File: src/rtl/spi_master_ctrl_if.sv
// Word handshake, configuration and SPI pin bundle for spi_master_ctrl.
// master = the controller itself, slave = the host/pin environment around it.
interface spi_master_ctrl_if #(
  parameter int DATA_WIDTH = 8
);
  logic [DATA_WIDTH-1:0] tx_data;
  logic                  tx_valid;
  logic                  tx_ready;
  logic                  cpol;
  logic                  cpha;
  logic [1:0]            lanes;
  logic [DATA_WIDTH-1:0] rx_data;
  logic                  rx_valid;
  logic                  busy;
  logic                  sclk;
  logic                  cs;
  logic [3:0]            mosi;
  logic [3:0]            miso;

  modport master (
    input  tx_data, tx_valid, cpol, cpha, lanes, miso,
    output tx_ready, rx_data, rx_valid, busy, sclk, cs, mosi
  );

  modport slave (
    output tx_data, tx_valid, cpol, cpha, lanes, miso,
    input  tx_ready, rx_data, rx_valid, busy, sclk, cs, mosi
  );
endinterface

File: src/rtl/spi_master_ctrl.sv
// SPI master: serialises one parallel word per transfer over 1, 2 or 4 lanes
// in any CPOL/CPHA mode and returns the word captured on miso.
module spi_master_ctrl #(
  parameter int DATA_WIDTH = 8,
  parameter int CLK_DIV    = 2,
  parameter int CS_SETUP   = 1,
  parameter int CS_HOLD    = 1
) (
  input  logic              clk,
  input  logic              rst,
  spi_master_ctrl_if.master bus
);
  localparam int CNT_MAX = (CLK_DIV > CS_SETUP) ? ((CLK_DIV > CS_HOLD) ? CLK_DIV : CS_HOLD)
                                                : ((CS_SETUP > CS_HOLD) ? CS_SETUP : CS_HOLD);
  localparam int CNT_W   = $clog2(CNT_MAX + 1);
  localparam int EDGE_W  = $clog2(2 * DATA_WIDTH + 1);

  typedef enum logic [1:0] {IDLE, SETUP, SHIFT, HOLD} state_t;

  state_t                state, state_next;
  logic [CNT_W-1:0]      cnt;
  logic [EDGE_W-1:0]     edge_cnt, edge_last;
  logic                  first_idle;
  logic                  cpol_q, cpha_q;
  logic [1:0]            lmode_q, lmode_in;
  logic [DATA_WIDTH-1:0] tx_sr, rx_sr;
  logic                  accept, tick, last_edge, leading, drive_beat, sample_beat;

  // Lane mode encoding: 0 = single, 1 = dual, 2 = quad.
  function automatic logic [3:0] beat_out(input logic [DATA_WIDTH-1:0] sr, input logic [1:0] lm);
    logic [3:0] b;
    b = 4'b0000;
    case (lm)
      2'd1:    b[1:0] = sr[DATA_WIDTH-1 -: 2];
      2'd2:    b      = sr[DATA_WIDTH-1 -: 4];
      default: b[0]   = sr[DATA_WIDTH-1];
    endcase
    return b;
  endfunction

  function automatic logic [DATA_WIDTH-1:0] shift_out(input logic [DATA_WIDTH-1:0] sr, input logic [1:0] lm);
    case (lm)
      2'd1:    return sr << 2;
      2'd2:    return sr << 4;
      default: return sr << 1;
    endcase
  endfunction

  function automatic logic [DATA_WIDTH-1:0] shift_in(input logic [DATA_WIDTH-1:0] sr, input logic [3:0] m,
                                                     input logic [1:0] lm);
    case (lm)
      2'd1:    return (sr << 2) | DATA_WIDTH'(m[1:0]);
      2'd2:    return (sr << 4) | DATA_WIDTH'(m);
      default: return (sr << 1) | DATA_WIDTH'(m[0]);
    endcase
  endfunction

  assign lmode_in     = (bus.lanes == 2'd3) ? 2'd0 : bus.lanes;
  assign bus.tx_ready = (state == IDLE) && !first_idle;
  assign accept       = bus.tx_ready && bus.tx_valid;
  assign tick         = (state == SHIFT) && (cnt == CNT_W'(CLK_DIV - 1));
  assign last_edge    = tick && (edge_cnt == edge_last);
  assign leading      = ~edge_cnt[0];
  assign drive_beat   = tick && !last_edge && (cpha_q ? leading : !leading);
  assign sample_beat  = tick && (cpha_q ? !leading : leading);

  always_comb begin
    edge_last = EDGE_W'(2 * DATA_WIDTH - 1);
    case (lmode_q)
      2'd1:    edge_last = EDGE_W'(DATA_WIDTH - 1);
      2'd2:    edge_last = EDGE_W'(DATA_WIDTH / 2 - 1);
      default: edge_last = EDGE_W'(2 * DATA_WIDTH - 1);
    endcase
  end

  always_ff @(posedge clk or posedge rst) begin
    if (rst) state <= IDLE;
    else     state <= state_next;
  end

  always_comb begin
    state_next = state;
    case (state)
      IDLE:    if (accept) state_next = SETUP;
      SETUP:   if (cnt == CNT_W'(CS_SETUP - 1)) state_next = SHIFT;
      SHIFT:   if (last_edge) state_next = HOLD;
      HOLD:    if (cnt == CNT_W'(CS_HOLD - 1)) state_next = IDLE;
      default: state_next = IDLE;
    endcase
  end

  // Pin and status outputs are registered from the next state so they never glitch.
  always_ff @(posedge clk or posedge rst) begin
    if (rst) begin
      cnt          <= '0;
      edge_cnt     <= '0;
      first_idle   <= 1'b1;
      cpol_q       <= 1'b0;
      cpha_q       <= 1'b0;
      lmode_q      <= 2'd0;
      bus.sclk     <= 1'b0;
      bus.cs       <= 1'b1;
      bus.mosi     <= 4'b0000;
      bus.busy     <= 1'b0;
      bus.rx_valid <= 1'b0;
      bus.rx_data  <= '0;
    end else begin
      if (state == IDLE || tick || state_next != state) cnt <= '0;
      else                                              cnt <= cnt + 1'b1;

      if (state != SHIFT) edge_cnt <= '0;
      else if (tick)      edge_cnt <= edge_cnt + 1'b1;

      first_idle   <= (state_next == IDLE) && (state != IDLE);
      bus.cs       <= (state_next == IDLE);
      bus.busy     <= (state_next != IDLE);
      bus.rx_valid <= (state == HOLD) && (state_next == IDLE);
      if ((state == HOLD) && (state_next == IDLE)) bus.rx_data <= rx_sr;

      if (state == IDLE)       bus.sclk <= bus.cpol;
      else if (state != SHIFT) bus.sclk <= cpol_q;
      else if (tick)           bus.sclk <= ~bus.sclk;

      if (accept) begin
        cpol_q   <= bus.cpol;
        cpha_q   <= bus.cpha;
        lmode_q  <= lmode_in;
        bus.mosi <= bus.cpha ? 4'b0000 : beat_out(bus.tx_data, lmode_in);
      end else if (drive_beat) begin
        bus.mosi <= beat_out(tx_sr, lmode_q);
      end else if ((state_next == IDLE) && (state != IDLE)) begin
        bus.mosi <= 4'b0000;
      end
    end
  end

  // Shift registers carry data only; every bit is rewritten before it is used.
  always_ff @(posedge clk) begin
    if (accept)          tx_sr <= bus.cpha ? bus.tx_data : shift_out(bus.tx_data, lmode_in);
    else if (drive_beat) tx_sr <= shift_out(tx_sr, lmode_q);
    if (sample_beat)     rx_sr <= shift_in(rx_sr, bus.miso, lmode_q);
  end
endmodule

File: src/flat_wrapper.sv
// flat-port wrapper written by rule: the top's interface ports become plain ports
module spi_master_ctrl_flat 
#(
  parameter int DATA_WIDTH = 8,
  parameter int CLK_DIV    = 2,
  parameter int CS_SETUP   = 1,
  parameter int CS_HOLD    = 1
)
  (clk, rst, bus_tx_data, bus_tx_valid, bus_cpol, bus_cpha, bus_lanes, bus_miso, bus_tx_ready, bus_rx_data, bus_rx_valid, bus_busy, bus_sclk, bus_cs, bus_mosi);
  spi_master_ctrl_if #(.DATA_WIDTH(DATA_WIDTH)) bus_i ();
  input  logic clk;
  input  logic rst;
  input wire logic [$bits(bus_i.tx_data)-1:0] bus_tx_data;
  input wire logic [$bits(bus_i.tx_valid)-1:0] bus_tx_valid;
  input wire logic [$bits(bus_i.cpol)-1:0] bus_cpol;
  input wire logic [$bits(bus_i.cpha)-1:0] bus_cpha;
  input wire logic [$bits(bus_i.lanes)-1:0] bus_lanes;
  input wire logic [$bits(bus_i.miso)-1:0] bus_miso;
  output wire logic [$bits(bus_i.tx_ready)-1:0] bus_tx_ready;
  output wire logic [$bits(bus_i.rx_data)-1:0] bus_rx_data;
  output wire logic [$bits(bus_i.rx_valid)-1:0] bus_rx_valid;
  output wire logic [$bits(bus_i.busy)-1:0] bus_busy;
  output wire logic [$bits(bus_i.sclk)-1:0] bus_sclk;
  output wire logic [$bits(bus_i.cs)-1:0] bus_cs;
  output wire logic [$bits(bus_i.mosi)-1:0] bus_mosi;
  assign bus_i.tx_data = bus_tx_data;
  assign bus_i.tx_valid = bus_tx_valid;
  assign bus_i.cpol = bus_cpol;
  assign bus_i.cpha = bus_cpha;
  assign bus_i.lanes = bus_lanes;
  assign bus_i.miso = bus_miso;
  assign bus_tx_ready = bus_i.tx_ready;
  assign bus_rx_data = bus_i.rx_data;
  assign bus_rx_valid = bus_i.rx_valid;
  assign bus_busy = bus_i.busy;
  assign bus_sclk = bus_i.sclk;
  assign bus_cs = bus_i.cs;
  assign bus_mosi = bus_i.mosi;
  spi_master_ctrl #(.DATA_WIDTH(DATA_WIDTH), .CLK_DIV(CLK_DIV), .CS_SETUP(CS_SETUP), .CS_HOLD(CS_HOLD)) u_core (.clk(clk), .rst(rst), .bus(bus_i));
endmodule
File: config.mk
export PLATFORM = sky130hd
export DESIGN_NAME = spi_master_ctrl_flat
export DESIGN_NICKNAME = d
export VERILOG_FILES = /design/src/rtl/spi_master_ctrl_if.sv /design/src/rtl/spi_master_ctrl.sv /design/src/flat_wrapper.sv
export SDC_FILE = /design/constraint.sdc
export NUM_CORES = 1
export LEC_CHECK = 0
export BUFFER_PORTS_ARGS = -buffer_cell sky130_fd_sc_hd__buf_2
export CORE_AREA = 2 2 74 76
export CTS_BUF_LIST = sky130_fd_sc_hd__clkbuf_16
export DETAILED_ROUTE_END_ITERATION = 10
export DIE_AREA = 0 0 76 78
export GPL_TIMING_DRIVEN = 1
export PLACE_DENSITY = 0.69
export REMOVE_ABC_BUFFERS = 1
export SLEW_MARGIN = 20
export SYNTH_ARGS = -nofsm -noshare
export SYNTH_HDL_FRONTEND = slang
export SYNTH_SLANG_ARGS = --single-unit
File: constraint.sdc
create_clock -name clk -period 3.6 [get_ports clk]
set_input_delay 1.08 -clock clk [delete_from_list [all_inputs] [get_ports clk]]
set_output_delay 1.08 -clock clk [all_outputs]
set_load 0.01 [all_outputs]
Word level (Yosys, flattened, before mapping)
Index checks and enable logic that the tools add are counted.

word-level totals
  register bits after elaboration = 46
  output and inout port bits = 17
  word-level logic and storage cells = 87

operators by class
  $add $sub $neg = 2
  eq/ne operators = 12
  mux-type cells = 31
  bitwise operators = 5
  reduce and logical (&&, ||, !) cells = 22

operators with widths
  operator               number
  $pmux W8 S2            3
  $mux W8                3
  $mux W2                8
  $mux W4                4
  $eq A2 B2 Y1 const B   5
  $mux W5                2
  $logic_and A1 B1 Y1    9
  $eq A2 B1 Y1 const B   4
  $or A8 B1 Y8           1
  $or A8 B2 Y8           1
  $or A8 B4 Y8           1
  $pmux W1 S2            4
  $pmux W2 S4            1
  $pmux W4 S2            1
  $reduce_bool A2 Y1     4
  $logic_not A2 Y1       3
  $reduce_bool A3 Y1     2
  $add A5 B1 Y5 const B  1
  $eq A5 B4 Y1           1
  $mux W1                5
  $add A2 B1 Y2 const B  1
  $logic_not A1 Y1       2
  $logic_or A1 B1 Y1     2
  $ne A2 B2 Y1           1
  other kinds (2)        3

Depth between registers and ports, before layout
  word-level depth = 11
  mapped depth = 8

Worst setup path after synthesis
OpenSTA, ideal clock, no wires.

  path type = input to register
  start point = input port bus_lanes[0]
  end point = register u_core.tx_sr[4], data pin
  library setup time = 262 ps
  arrival time = 2128 ps
  required time = 3338 ps
  path slack = 1210 ps
  cell stages on the path = 7
  buffers on the path = 1
  cells stage by stage = inv_1 ha_1 clkbuf_1 a221oi_1 nor3_1 a211oi_1 a21oi_1

on the way
  word-level cells in the longest chain between the ends = 6

RTL lines
  item                                          RTL line                text
  start: declaration                            flat_wrapper.sv:17      input wire logic [$bits(bus_i.lanes)-1:0] bus_lanes;
  $eq A2 B2 Y1                                  spi_master_ctrl.sv:58   assign lmode_in = (bus.lanes == 2'd3) ? 2'd0 : bus.lanes;
  $mux W2 (*)                                   spi_master_ctrl.sv:58
  $eq A2 B2 Y1 or $eq A2 B1 Y1 (tied branches)  spi_master_ctrl.sv:42   case (lm)
  $pmux W8 S2 (*)                               spi_master_ctrl.sv:42
  $mux W8 (*) (2 in a row)                      spi_master_ctrl.sv:139  if (accept) tx_sr <= bus.cpha ? bus.tx_data : shift_out(bus.tx_data, lmode_in);
  end signal: assignment                        spi_master_ctrl.sv:139
  end signal: assignment                        spi_master_ctrl.sv:140  else if (drive_beat) tx_sr <= shift_out(tx_sr, lmode_q);
  end: declaration                              spi_master_ctrl.sv:26   logic [DATA_WIDTH-1:0] tx_sr, rx_sr;

Mark *: on every way between the ends. The rest lies on a longest branch, timed or not.
A chain may end at the register's enable or synchronous reset.

Worst setup path after layout
  start point = register u_core.lmode_q[0]
  end point = register u_core.tx_sr[1] (enable)

on the way
  word-level cells in the longest chain between the ends = 8

RTL lines
  item                                          RTL line                text
  start: declaration                            spi_master_ctrl.sv:25   logic [1:0] lmode_q, lmode_in;
  start signal: assignment                      spi_master_ctrl.sv:127  lmode_q <= lmode_in;
  $eq A2 B2 Y1 or $eq A2 B1 Y1 (tied branches)  spi_master_ctrl.sv:69   case (lmode_q)
  $pmux W4 S2 (*)                               spi_master_ctrl.sv:69
  $eq A5 B4 Y1 (*)                              spi_master_ctrl.sv:62   assign last_edge = tick && (edge_cnt == edge_last);
  $logic_and A1 B1 Y1 (*)                       spi_master_ctrl.sv:62
  $logic_not A1 Y1 (*)                          spi_master_ctrl.sv:64   assign drive_beat = tick && !last_edge && (cpha_q ? leading : !leading);
  $logic_and A1 B1 Y1 (*) (2 in a row)          spi_master_ctrl.sv:64
  $reduce_bool A2 Y1 (no source line) (*)       -

Marked as above.

==> qor.yml <==
cells_and_area:
  seqCellArea_um2: 1230
  layout-drive-gt1-share_pct: 22.8
  num_antenna_cells: 0
  multiInputGateArea_um2: 1100
  area_delta_synth_final_pct: 14.4
  final_nets: 295
  num-fill-cells: 471
die:
  die_w_um: 76
  initial_core_util_pct: 48.8
  fp-row-count: 26
  ios: 36
  die-area_um2: 5930
  fp.coreArea_um2: 5040
  dieHeight_um: 78
synthesis:
  seq_area_frac_synth_pct: 50.2
  ys_types: 40
  synth_top_flop_cell: "dfrtp_1"
  synth_cells: 241
  synthTopCellsByArea: "dfrtp_1 28%, edfxtp_1 20%, a22oi_1 4.6%, ha_1 4.6%, nand2_1 4.0%"
  synth_area_um2: 2460
  ys_seq_elements: 46
  synth.top_cell.area_share_pct: 28.5
  synth.avg_cell_area_um2: 10.2
  ys.warnings.count: 0
  synth_top_area_cell: "dfrtp_1"
  async_flop_share_pct: 65.2
  synth_edf_count: 16
clock_tree:
  clock_latency_ns: 0.28
  numCtsBuffers: 5
  clock-sinks: 46
  cts.repair.resized: 0
  cts_max_level: 2
  root_buffer: "clkbuf_16"
  cts.path.max_buffers: 2
  cts_setup_buffers: 0
  hold_buffers: 0
  cts_tree: "done"
  clk_pin_slew_worst_paths_ns: 0.06
place:
  post-place-ws_ns: 1.07
  gp_congestion: 0.768
  hpwl_um: 3350
  portBuffers: 35
worst_setup_path:
  critPathRequiredTime_ns: 3.58
  slowest_delay_ns: 0.52
  end_kind: "register"
  slowest_stage: "a311oi_2"
  startpoint_type: "register"
  regToRegEndpoint: "u_core.tx_sr[1]$_DFFE_PP_"
  rr_worst_depth: 6
  crit_family: "compound AO/OA/AOI/OAI gates"
  r2r_slack_ns: 1.33
  worstPathCellList: "inv_1, ha_1, buf_4, xnor2_1, a311oi_2, or2_2"
  critPathBufInv: 2
  r2r-start: "u_core.lmode_q[0]$_DFFE_PP0P_"
  critical_path_arrival_ns: 2.24
  crit_fanout: 31
  critical_path_class: "reg -> reg"
global_route:
  grtUsageTotal_pct: 16.8
  met1_usage_pct: 22.6
  overflow: 0
  grt_busiest_layer: "met2"
  first_global_vias: 1720
  grt_max_degree: 32
  antenna_found_initial: 0
  use_met2_pct: 26.2
  grtUsageMet3_pct: 4.77
  grt_pass1_wl_um: 7990
sta:
  period_share_pct: 63.0
  fin_skew_ns: 0.00334
  fmax_mhz: 441
  period_minus_slack_ns: 2.27
  hold_slack_ns: 0.470
  setup_ws_ns: 1.33
  tightest_slew_ns: 0.772
  hold_violations: 0
  rsz0062_at_grt: "false"
  drv_slew: 0
  finalSetupViolCount: 0
  max-slew-margin-rel_pct: 48.4
  setup_tns_ns: 0
status:
  outcome: "complete, no violations"
pwr:
  pwr-share-comb_pct: 37.3
  p_clk_share_pct: 22.5
  swShare_pct: 35.4
  p_int_mw: 1.48
  power_leakage_nw: 1.19
  power_switching_mw: 0.810
  seqPwrFrac_pct: 40.1
  ir_worst_vdd_uv: 290
  power_density_nw_per_um2: 814
drt:
  num_vias: 1806
  totalWireLength_um: 4640
  wire_per_inst_um: 13.7
  ant_nets: 0
  viasPerCell: 5.34
  drc: 0
  dr.pass1.iters: 4
  drt-initial-drc-count: 120
hold_path:
  hold_start: "u_core.cnt[0]$_DFF_PP0_"
  hold_path.class: "reg -> reg"
  min_path_cells: 1
  whs_endpoint: "u_core.cnt[0]$_DFF_PP0_"
job:
  maxCapViolCount: 0
-- registers in the layout (all words and copies together) (netlist names) --
register / flops
u_core.bus.busy: 1
u_core.bus.cs: 1
u_core.bus.mosi: 4
u_core.bus.rx_data: 8
u_core.bus.rx_valid: 1
u_core.bus.sclk: 1
u_core.cnt: 2
u_core.cpha_q: 1
u_core.cpol_q: 1
u_core.edge_cnt: 5
u_core.first_idle: 1
u_core.lmode_q: 2
u_core.rx_sr: 8
u_core.state: 2
u_core.tx_sr: 8
-- layer usage --
metal	up-vias	wire length, um
li1	913	-
met1	840	2260
met2	47	2110
met3	6	207
met4	0	55
met5	-	0
-- final cells by class --
cell class / instances / area share (%)
clock buffer: 5 / 4.44
clock inverter: 3 / 1.56
inverter: 10 / 1.33
multi-input combinational: 167 / 39.0
sequential: 46 / 43.8
tap: 70 / 3.11
timing repair buffer: 37 / 6.76
-- power by group through the flow --
stage	combinational, mW	sequential (mW)	clock (mW)
CTS	0.864	0.918	0.528
detailed placement	0.859	0.929	0
global placement	0.840	0.924	0
global route	0.972	0.941	0.549
floorplan	0.575	0.941	0
finish	0.855	0.919	0.516
-- placed cells by master (no fill, tap or decap), types with 8 or more instances in the layout --
master and count:
o21ai_0 16, nor2b_1 8, a22oi_1 15, edfxtp_1 16, ha_1 9, buf_2 35, nor2_1 13, inv_1 10
mux2_2 8, nand2_1 26, a21oi_1 17, dfrtp_1 28
-- per-stage QoR --
stage	total power, mW	util [%]	std cells	cell area, um^2
detailed placement	1.79	52.5	330	2650
global route	2.46	55.8	338	2820
CTS	2.31	55.8	338	2820
global placement	1.76	52.5	330	2650
floorplan	1.52	-	223	2370
finish	2.29	55.8	338	2820
-- worst max-delay path by stage --
stage                                    endpoint  cells after the start                          start
finish                  u_core.tx_sr[1]$_DFFE_PP_                      6  u_core.lmode_q[0]$_DFFE_PP0P_
global route        u_core.tx_sr[0]$_SDFFCE_PN0P_                      6  u_core.lmode_q[0]$_DFFE_PP0P_
global placement        u_core.tx_sr[6]$_DFFE_PP_                      7                   bus_lanes[0]
CTS                     u_core.tx_sr[1]$_DFFE_PP_                      6  u_core.lmode_q[0]$_DFFE_PP0P_
floorplan               u_core.tx_sr[4]$_DFFE_PP_                      6                   bus_lanes[0]
detailed placement      u_core.tx_sr[4]$_DFFE_PP_                      7                   bus_lanes[0]
-- Yosys cell counts, drive strengths merged, types with 4 or more instances --
master  number
inv         10
dfrtp       28
buf          8
xnor2        5
mux2         8
nor3         8
ha           9
nand3        4
edfxtp      16
xor2         4
nand2       26
and2         4
nor2b        8
clkbuf      10
nor2        14
a211oi       4
a221oi       6
a22oi       15
o21ai       17
nand3b       4
a21oi       17
-- logic make-up after synthesis --
group / count (synthesis) / synth area share [%]
AND/OR/NAND/NOR: 75 / 15.5
AO/OA/AOI/OAI: 65 / 17.2
flip-flops: 46 / 50.2
buffers and inverters: 28 / 5.24
XOR/XNOR: 9 / 3.20
multiplexers: 9 / 4.07
adder cells (fa/ha/maj): 9 / 4.58
Power figures use the tool's default switching activity.
